<file path="config.mk">
export PLATFORM = sky130hd
export DESIGN_NAME = seven_segment_reader
export DESIGN_NICKNAME = d
export VERILOG_FILES = /design/src/rtl/seven_segment_reader.sv
export SDC_FILE = /design/constraint.sdc
export NUM_CORES = 1
export LEC_CHECK = 0
export ABC_CLOCK_PERIOD_IN_PS = 5000
export CORE_ASPECT_RATIO = 0.9
export CORE_MARGIN = 4
export CORE_UTILIZATION = 50
export DETAILED_ROUTE_END_ITERATION = 6
export GPL_TIMING_DRIVEN = 1
export PLACE_DENSITY = 0.73
export SLEW_MARGIN = 30
export SYNTH_ARGS = -nofsm -noshare
export SYNTH_HDL_FRONTEND = slang
export SYNTH_SLANG_ARGS = --single-unit
</file>
<file path="constraint.sdc">
create_clock -name clk -period 5 [get_ports clk]
set_clock_uncertainty 0.1 [all_clocks]
set_input_delay 0.75 -clock clk [delete_from_list [all_inputs] [get_ports clk]]
set_output_delay 0.75 -clock clk [all_outputs]
set_load 0.05 [all_outputs]
</file>
<file path="src/rtl/seven_segment_reader.sv">
// rtl/seven_segment_reader.sv - seven-segment digit stream monitor: filter, decode, sequence and period check
module seven_segment_reader #(
  parameter int STABLE_CYCLES = 4,
  parameter int PERIOD_W      = 21
) (
  input  logic                clk,
  input  logic                reset_n,
  input  logic [6:0]          segments,
  input  logic                clear_errors,
  output logic [3:0]          digit,
  output logic                digit_valid,
  output logic                step,
  output logic [PERIOD_W-1:0] period,
  output logic                period_valid,
  output logic [7:0]          step_count,
  output logic                seq_error,
  output logic                pattern_error
);

  typedef enum logic [0:0] {WAIT_FIRST, TRACK} state_t;

  // stab counts repeats of cand after the first sample, so it saturates at STABLE_CYCLES-1;
  // acceptance is taken on the cycle whose matching sample brings it there.
  localparam logic [3:0]          STAB_MAX = 4'(STABLE_CYCLES - 1);
  localparam logic [3:0]          STAB_PRE = 4'(STABLE_CYCLES - 2);
  localparam logic [PERIOD_W-1:0] P_ONE    = PERIOD_W'(1);
  localparam logic [PERIOD_W-1:0] P_MAX    = '1;

  state_t              state;
  logic [6:0]          seg_m;
  logic [6:0]          seg_s;
  logic [6:0]          cand;
  logic [6:0]          last_pat;
  logic [3:0]          stab;
  logic [PERIOD_W-1:0] pcnt;
  logic [PERIOD_W-1:0] cap;
  logic                accept;
  logic                dec_valid;
  logic [3:0]          dec_digit;
  logic [3:0]          next_digit;

  function automatic logic [4:0] decode(input logic [6:0] p);
    logic [4:0] r;
    case (p)
      7'h3F:   r = {1'b1, 4'd0};
      7'h06:   r = {1'b1, 4'd1};
      7'h5B:   r = {1'b1, 4'd2};
      7'h4F:   r = {1'b1, 4'd3};
      7'h66:   r = {1'b1, 4'd4};
      7'h6D:   r = {1'b1, 4'd5};
      7'h7C:   r = {1'b1, 4'd6};
      7'h07:   r = {1'b1, 4'd7};
      7'h7F:   r = {1'b1, 4'd8};
      7'h67:   r = {1'b1, 4'd9};
      default: r = {1'b0, 4'd0};
    endcase
    return r;
  endfunction

  // Acceptance strobe, decoded candidate, saturating period capture and expected successor.
  always_comb begin
    accept                 = (seg_s == cand) && (stab == STAB_PRE) && (cand != last_pat);
    {dec_valid, dec_digit} = decode(cand);
    cap                    = (pcnt == P_MAX) ? pcnt : pcnt + P_ONE;
    next_digit             = (digit == 4'd9) ? 4'd0 : digit + 4'd1;
  end

  // Two-flop synchronizer for the asynchronous segment bus.
  always_ff @(posedge clk) begin
    if (!reset_n) begin
      seg_m <= '0;
      seg_s <= '0;
    end else begin
      seg_m <= segments;
      seg_s <= seg_m;
    end
  end

  // Stability filter; last_pat blocks re-acceptance of a pattern returning after a glitch.
  always_ff @(posedge clk) begin
    if (!reset_n) begin
      cand     <= '0;
      stab     <= '0;
      last_pat <= '0;
    end else begin
      if (seg_s != cand) begin
        cand <= seg_s;
        stab <= '0;
      end else if (stab != STAB_MAX) begin
        stab <= stab + 4'd1;
      end
      if (accept) last_pat <= cand;
    end
  end

  // Free-running saturating cycle counter, restarted at every acceptance.
  always_ff @(posedge clk) begin
    if (!reset_n) begin
      pcnt <= '0;
    end else if (accept) begin
      pcnt <= '0;
    end else if (pcnt != P_MAX) begin
      pcnt <= pcnt + P_ONE;
    end
  end

  // Sequence tracker with registered outputs; a new error wins over a same-cycle clear.
  always_ff @(posedge clk) begin
    if (!reset_n) begin
      state         <= WAIT_FIRST;
      digit         <= '0;
      digit_valid   <= 1'b0;
      step          <= 1'b0;
      period        <= '0;
      period_valid  <= 1'b0;
      step_count    <= '0;
      seq_error     <= 1'b0;
      pattern_error <= 1'b0;
    end else begin
      step <= 1'b0;
      if (clear_errors) begin
        seq_error     <= 1'b0;
        pattern_error <= 1'b0;
      end
      if (accept) begin
        case (state)
          WAIT_FIRST: begin
            if (dec_valid) begin
              digit       <= dec_digit;
              digit_valid <= 1'b1;
              state       <= TRACK;
            end else begin
              pattern_error <= 1'b1;
            end
          end
          TRACK: begin
            if (dec_valid) begin
              if (dec_digit == next_digit) begin
                step         <= 1'b1;
                period       <= cap;
                period_valid <= 1'b1;
                step_count   <= step_count + 8'd1;
              end else begin
                seq_error <= 1'b1;
              end
              digit <= dec_digit;
            end else begin
              pattern_error <= 1'b1;
              digit_valid   <= 1'b0;
              state         <= WAIT_FIRST;
            end
          end
          default: state <= WAIT_FIRST;
        endcase
      end
    end
  end

endmodule

</file>
==> impl_metrics.tcl, run 1 <==
set metrics [dict create \
    syn_to_final_growth_pct 16.9 \
    htreeDepth 3 \
    initial_utilization_pct 51.8 \
    ios 48 \
    antenna_cells 0 \
    dieArea_um2 9370 \
    ir_drop_mv 0.170 \
    wl_um 7650 \
    num_vias 3020 \
    syn_inst 435 \
    critical_path_class "flop to flop" \
    synth_cell_types 51 \
    power_density_nw_per_um2 267 \
    setup-tns-final_ns 0 \
    via_per_inst 5.30 \
    reg2reg_depth 9 \
    grt_max_degree 41 \
    ys_top_cells_by_count "dfxtp_1, nor2_1, nand2_1" \
    end_kind "flop" \
    p_leak_nw 1.65 \
    ys_ff_latch 92 \
    fmax_mhz 265 \
    die_h_um 92.3 \
    grt_pass1_wl_um 13100 \
    rsz0062_at_grt "false" \
    async_flop_share_pct 0 \
    numPlacedInstances 556 \
    worstMarginPinSlew_ns 0.803 \
    die_x_um 102 \
    drive_gt1_share_pct 5.49 \
    fin_crit_ns 3.78 \
    insertion_delay_ns 0.35 \
    synth.area.top_cells "dfxtp_1, nor2_1, xor2_1" \
    grt_pass1_vias 2877 \
    period_share_pct 75.5 \
    routabilityCongestion 0.826 \
    first_pass_iters 4 \
    worstPathMaxFanout 40 \
    syn_nets 449 \
    post_cts_buffers 0 \
    ctsLongestPathBuffers 2 \
    synth_top_area_cell "dfxtp_1" \
    wl_per_cell_um 13.4 \
    maxSlewHeadroom_pct 46.5 \
    avgSynthCellArea_um2 9.07 \
    rows 30 \
    ys_seq_area_share_pct 46.7 \
    synth_edf_count 0 \
    whs_path_depth 1 \
    antenna_found_initial 0 \
    drv_slew 0 \
    status "finished clean" \
    synth-main-ff-cell "dfxtp_1" \
    clock-sinks 92 \
    final_cell_count_no_fill 570 \
    worst_setup_path_start_kind "flop" \
    grt_use_total_pct 17.2 \
    hpwlAfterDp_um 5310 \
    finalPower_mw 1.23 \
    cts_buffers 9 \
    cts_root_buffer "clkbuf_8" \
    cts_tree "done" \
    finalHoldViolations 0 \
    clk_pin_slew_ns 0.08 \
    syn_area_um2 3940 \
    synth_top_area_share_pct 46.7 \
    critPathArrivalTime_ns 3.92 \
    portBuffers 47 \
    maxCapViolCount 0 \
    cts-resized-gates 0 \
    num-nets-final 485 \
    coreArea_um2 7620 \
    first_iter_violations 107 \
    hp-class "flop to flop" \
    route.antenna.remaining_nets 0 \
    synth.most_common_cell "dfxtp_1" \
    required_ns 5.15 \
    setup_violations 0 \
    gr-total-overflow 0 \
    synth_warnings 0 \
    drc_errors 0 \
    hold_buffers 0 \
]
-- layout make-up --
type / count / area [um2]
multi-input cells: 312 / 1970
clock buffers: 9 / 124
well taps: 96 / 120
inverters: 6 / 22.5
flip-flops and latches: 92 / 1840
repair buffers: 50 / 493
fillers: 650 / 3010
clock inverters: 5 / 40.0
-- sequential cells by signal, summed over array words and instances, names as in the netlist --
name           flops
pattern_error      1
stab               4
seg_m              7
digit              4
digit_valid        1
step_count         8
period_valid       1
cand               7
state              1
last_pat           7
period            21
step               1
seq_error          1
pcnt              21
seg_s              7
-- cells by family (layout without fill, tap and decap cells) --
| family | count (synthesis) | count (layout) | synth area share, % |
|---|---|---|---|
| AND/OR/NAND/NOR | 191 | 191 | 24.4 |
| flip-flops | 92 | 92 | 46.7 |
| AO/OA/AOI/OAI | 65 | 65 | 11.6 |
| XOR/XNOR | 41 | 41 | 9.80 |
| buffers and inverters | 31 | 70 | 3.39 |
| multiplexers | 11 | 11 | 2.82 |
| adder cells (fa/ha/maj) | 4 | 4 | 1.27 |
-- stage by stage --
step,util (%),setup slack [ns],instance area (um2),hold WS [ns]
6_report,60.5,1.22,4610,0.336
5_1_grt,60.5,0.888,4610,0.355
4_1_cts,60.5,1.19,4610,0.335
3_5_place_dp,58.3,1.31,4450,0.319
3_3_place_gp,58.3,1.46,4450,0.315
2_1_floorplan,-,2.07,3940,0.312
-- worst paths after layout --
kind,startpoint,endpoint,slack [ns]
setup reg to reg,cand[3],period[1],1.22
setup / recovery,cand[3],period[1],1.22
hold / removal,seg_m[0],seg_s[0],0.34
hold reg to reg,seg_m[0],seg_s[0],0.34
-- layout by cell type (no fill, tap or decap), types with 4 or more instances in the layout --
master           count
dfxtp_1             92
nor2_1              76
clkdlybuf4s50_1     47
nand2_1             25
and2_1              24
xor2_1              23
a211oi_1            21
a21oi_1             19
xnor2_1             16
nand3_1             13
mux2i_1             10
nand4_1              9
clkbuf_8             9
o21ai_0              6
nand2b_1             6
inv_1                5
nor2b_1              5
nor3_1               4
and3_1               4
or3_1                4
ha_1                 4
-- layer usage --
layer | wire length (um) | part of all wire (%) | GRT usage [%] | up-vias
met1 | 3830 | 50 | 22.7 | 1402
met2 | 3490 | 46 | 27.6 | 52
met5 | 0 | 0 | 0 | -
met4 | 74 | 0.97 | 4.87 | 0
met3 | 257 | 3.4 | 4.64 | 8
li1 | - | - | - | 1558
-- power breakdown --
| part | internal (mW) | total, mW | switching (mW) |
|---|---|---|---|
| clock network | 0.177 | 0.427 | 0.250 |
| logic | 0.0226 | 0.0493 | 0.0267 |
| registers | 0.743 | 0.753 | 0.0107 |
| total | 0.943 | 1.23 | 0.287 |
-- critical path: stages, from the launching register on --
cell and delay, ns:
dfxtp_1 0.62, xor2_1 0.13, nor4_1 0.36, nand4_1 0.50, a41oi_1 0.76, and3_1 0.33
o21a_1 0.14, buf_4 0.37, nor2_1 0.09, a211oi_1 0.26
Note: power is estimated with default switching activity, not from simulation.
==> inputs of run 2 (changes only) <==
Settings changed: ABC_CLOCK_PERIOD_IN_PS 5000 to 3650.
Clock period 5 ns to 3.65 ns, I/O delays scaled along.
==> run 2 against run 1 <==
Against the previous run: clock-buffer cell count is 1 higher; wire length decreased by 0.22%; highest routed layer unchanged; via count increased by 0.33%; core utilization increased by 1.1 points; combinational power grew 42%; die area unchanged; largest power group unchanged.
==> impl_metrics.tcl, run 2 (synthesis results as in run 1) <==
set metrics [dict create \
    multi_input_area_um2 1970 \
    cts-resized-gates 0 \
    required_ns 3.83 \
    p_leak_nw 1.70 \
    drive_gt1_share_pct 6.88 \
    power_density_nw_per_um2 379 \
    insertion_delay_ns 0.35 \
    drv_slew 0 \
    final-seq-area_um2 1840 \
    num-fill-cells 680 \
    finalPower_mw 1.78 \
    ctsLongestPathBuffers 2 \
    num_vias 3030 \
    first_iter_violations 113 \
    htreeDepth 3 \
    end_kind "flop" \
    via_per_inst 5.26 \
    finalHoldViolations 0 \
    post-route-util_pct 61.6 \
    ios 48 \
    rsz0062_at_grt "false" \
    dieArea_um2 9370 \
    antenna_cells 0 \
    grt_max_degree 45 \
    final_cell_count_no_fill 576 \
    path_cells "nor4b_1 > a32oi_1 > and2_4 > or3_4 > a2111oi_4 > o21ai_2 > or4_1 > a21oi_1" \
    period_share_pct 94.4 \
    critical_path_class "flop to flop" \
    num-nets-final 489 \
    layout_commonest_cell "dfxtp_1" \
    fin_crit_ns 3.45 \
    status "finished clean" \
    fmax_mhz 290 \
    clock-sinks 92 \
    grt_pass1_wl_um 13300 \
    worstMarginPinSlew_ns 0.603 \
    post_cts_buffers 0 \
    ir_drop_mv 0.213 \
    hpwlAfterDp_um 5320 \
    die_h_um 92.3 \
    maxCapViolCount 0 \
    route.antenna.remaining_nets 0 \
    drc_errors 0 \
    clk_pin_slew_ns 0.09 \
    grt_pass1_vias 2848 \
    cts_tree "done" \
    numPlacedInstances 560 \
    die_x_um 102 \
    setup_violations 0 \
    grt_use_total_pct 17.5 \
    syn_to_final_growth_pct 19.0 \
    hp-class "flop to flop" \
    gr-total-overflow 0 \
    initial_utilization_pct 51.8 \
    routabilityCongestion 0.844 \
    portBuffers 47 \
    final_cell_mix "dfxtp_1, nor2_1, clkdlybuf4s50_1" \
    wl_per_cell_um 13.3 \
    setup-tns-final_ns 0 \
    critPathArrivalTime_ns 3.63 \
    first_pass_iters 4 \
    worstPathMaxFanout 15 \
    antenna_found_initial 0 \
    worst_setup_path_start_kind "flop" \
    maxSlewHeadroom_pct 59.2 \
    cts_root_buffer "clkbuf_8" \
    coreArea_um2 7620 \
    reg.largest.list "pcnt x21, period x21, step_count x8" \
    slowest_stage "dfxtp_1" \
    cts_buffers 9 \
    wl_um 7630 \
    max_stage_delay_ns 0.56 \
    hold_buffers 0 \
    rows 30 \
]
==> run 2: stage by stage <==
| step | setup slack [ns] | cell area, um2 | hold slack [ns] |
|---|---|---|---|
| floorplan | 0.715 | 3940 | 0.312 |
| global placement | 0.380 | 4490 | 0.314 |
| detailed placement | 0.207 | 4490 | 0.317 |
| CTS | 0.189 | 4690 | 0.338 |
| global route | 0.0277 | 4690 | 0.349 |
| finish | 0.203 | 4690 | 0.332 |
==> run 2: worst max-delay path: cells and delay by family (launching register included) <==
family / cells / cell delay, ns
and+or+nand+nor: 4 / 1.66
DFF: 1 / 0.56
AOI/OAI and AO/OA: 4 / 1.06
==> run 2: final timing paths <==
| kind | cells after the start | slack (ns) | end | start |
|---|---|---|---|---|
| hold reg to reg | 1 | 0.33 | seg_s[2] | seg_m[2] |
| setup reg to reg | 8 | 0.20 | step_count[5] | cand[1] |
| hold / removal | 1 | 0.33 | seg_s[2] | seg_m[2] |
| setup / recovery | 8 | 0.20 | step_count[5] | cand[1] |
==> run 2: power by group <==
| group | internal, mW | switching [mW] |
|---|---|---|
| logic | 0.0319 | 0.0381 |
| registers | 1.02 | 0.0141 |
| clock network | 0.334 | 0.346 |
| total | 1.38 | 0.398 |
==> run 2: layout make-up <==
type / count / area share [%]
repair buffers: 54 / 11.4
clock inverters: 6 / 1.36
inverters: 6 / 0.480
well taps: 96 / 2.56
clock buffers: 10 / 2.93
multi-input cells: 312 / 42.0
flip-flops and latches: 92 / 39.2
==> run 2: layer usage <==
metal  track usage [%]  wire (um)
met1              24.2       3820
met2              26.4       3400
met3              5.48        354
met4              4.43         63
met5                 0          0
==> inputs of run 3 (changes only) <==
Settings changed: TNS_END_PERCENT set to 50.
==> results of run 3 <==
Final layout, timing and power as in run 2 (identical DEF).
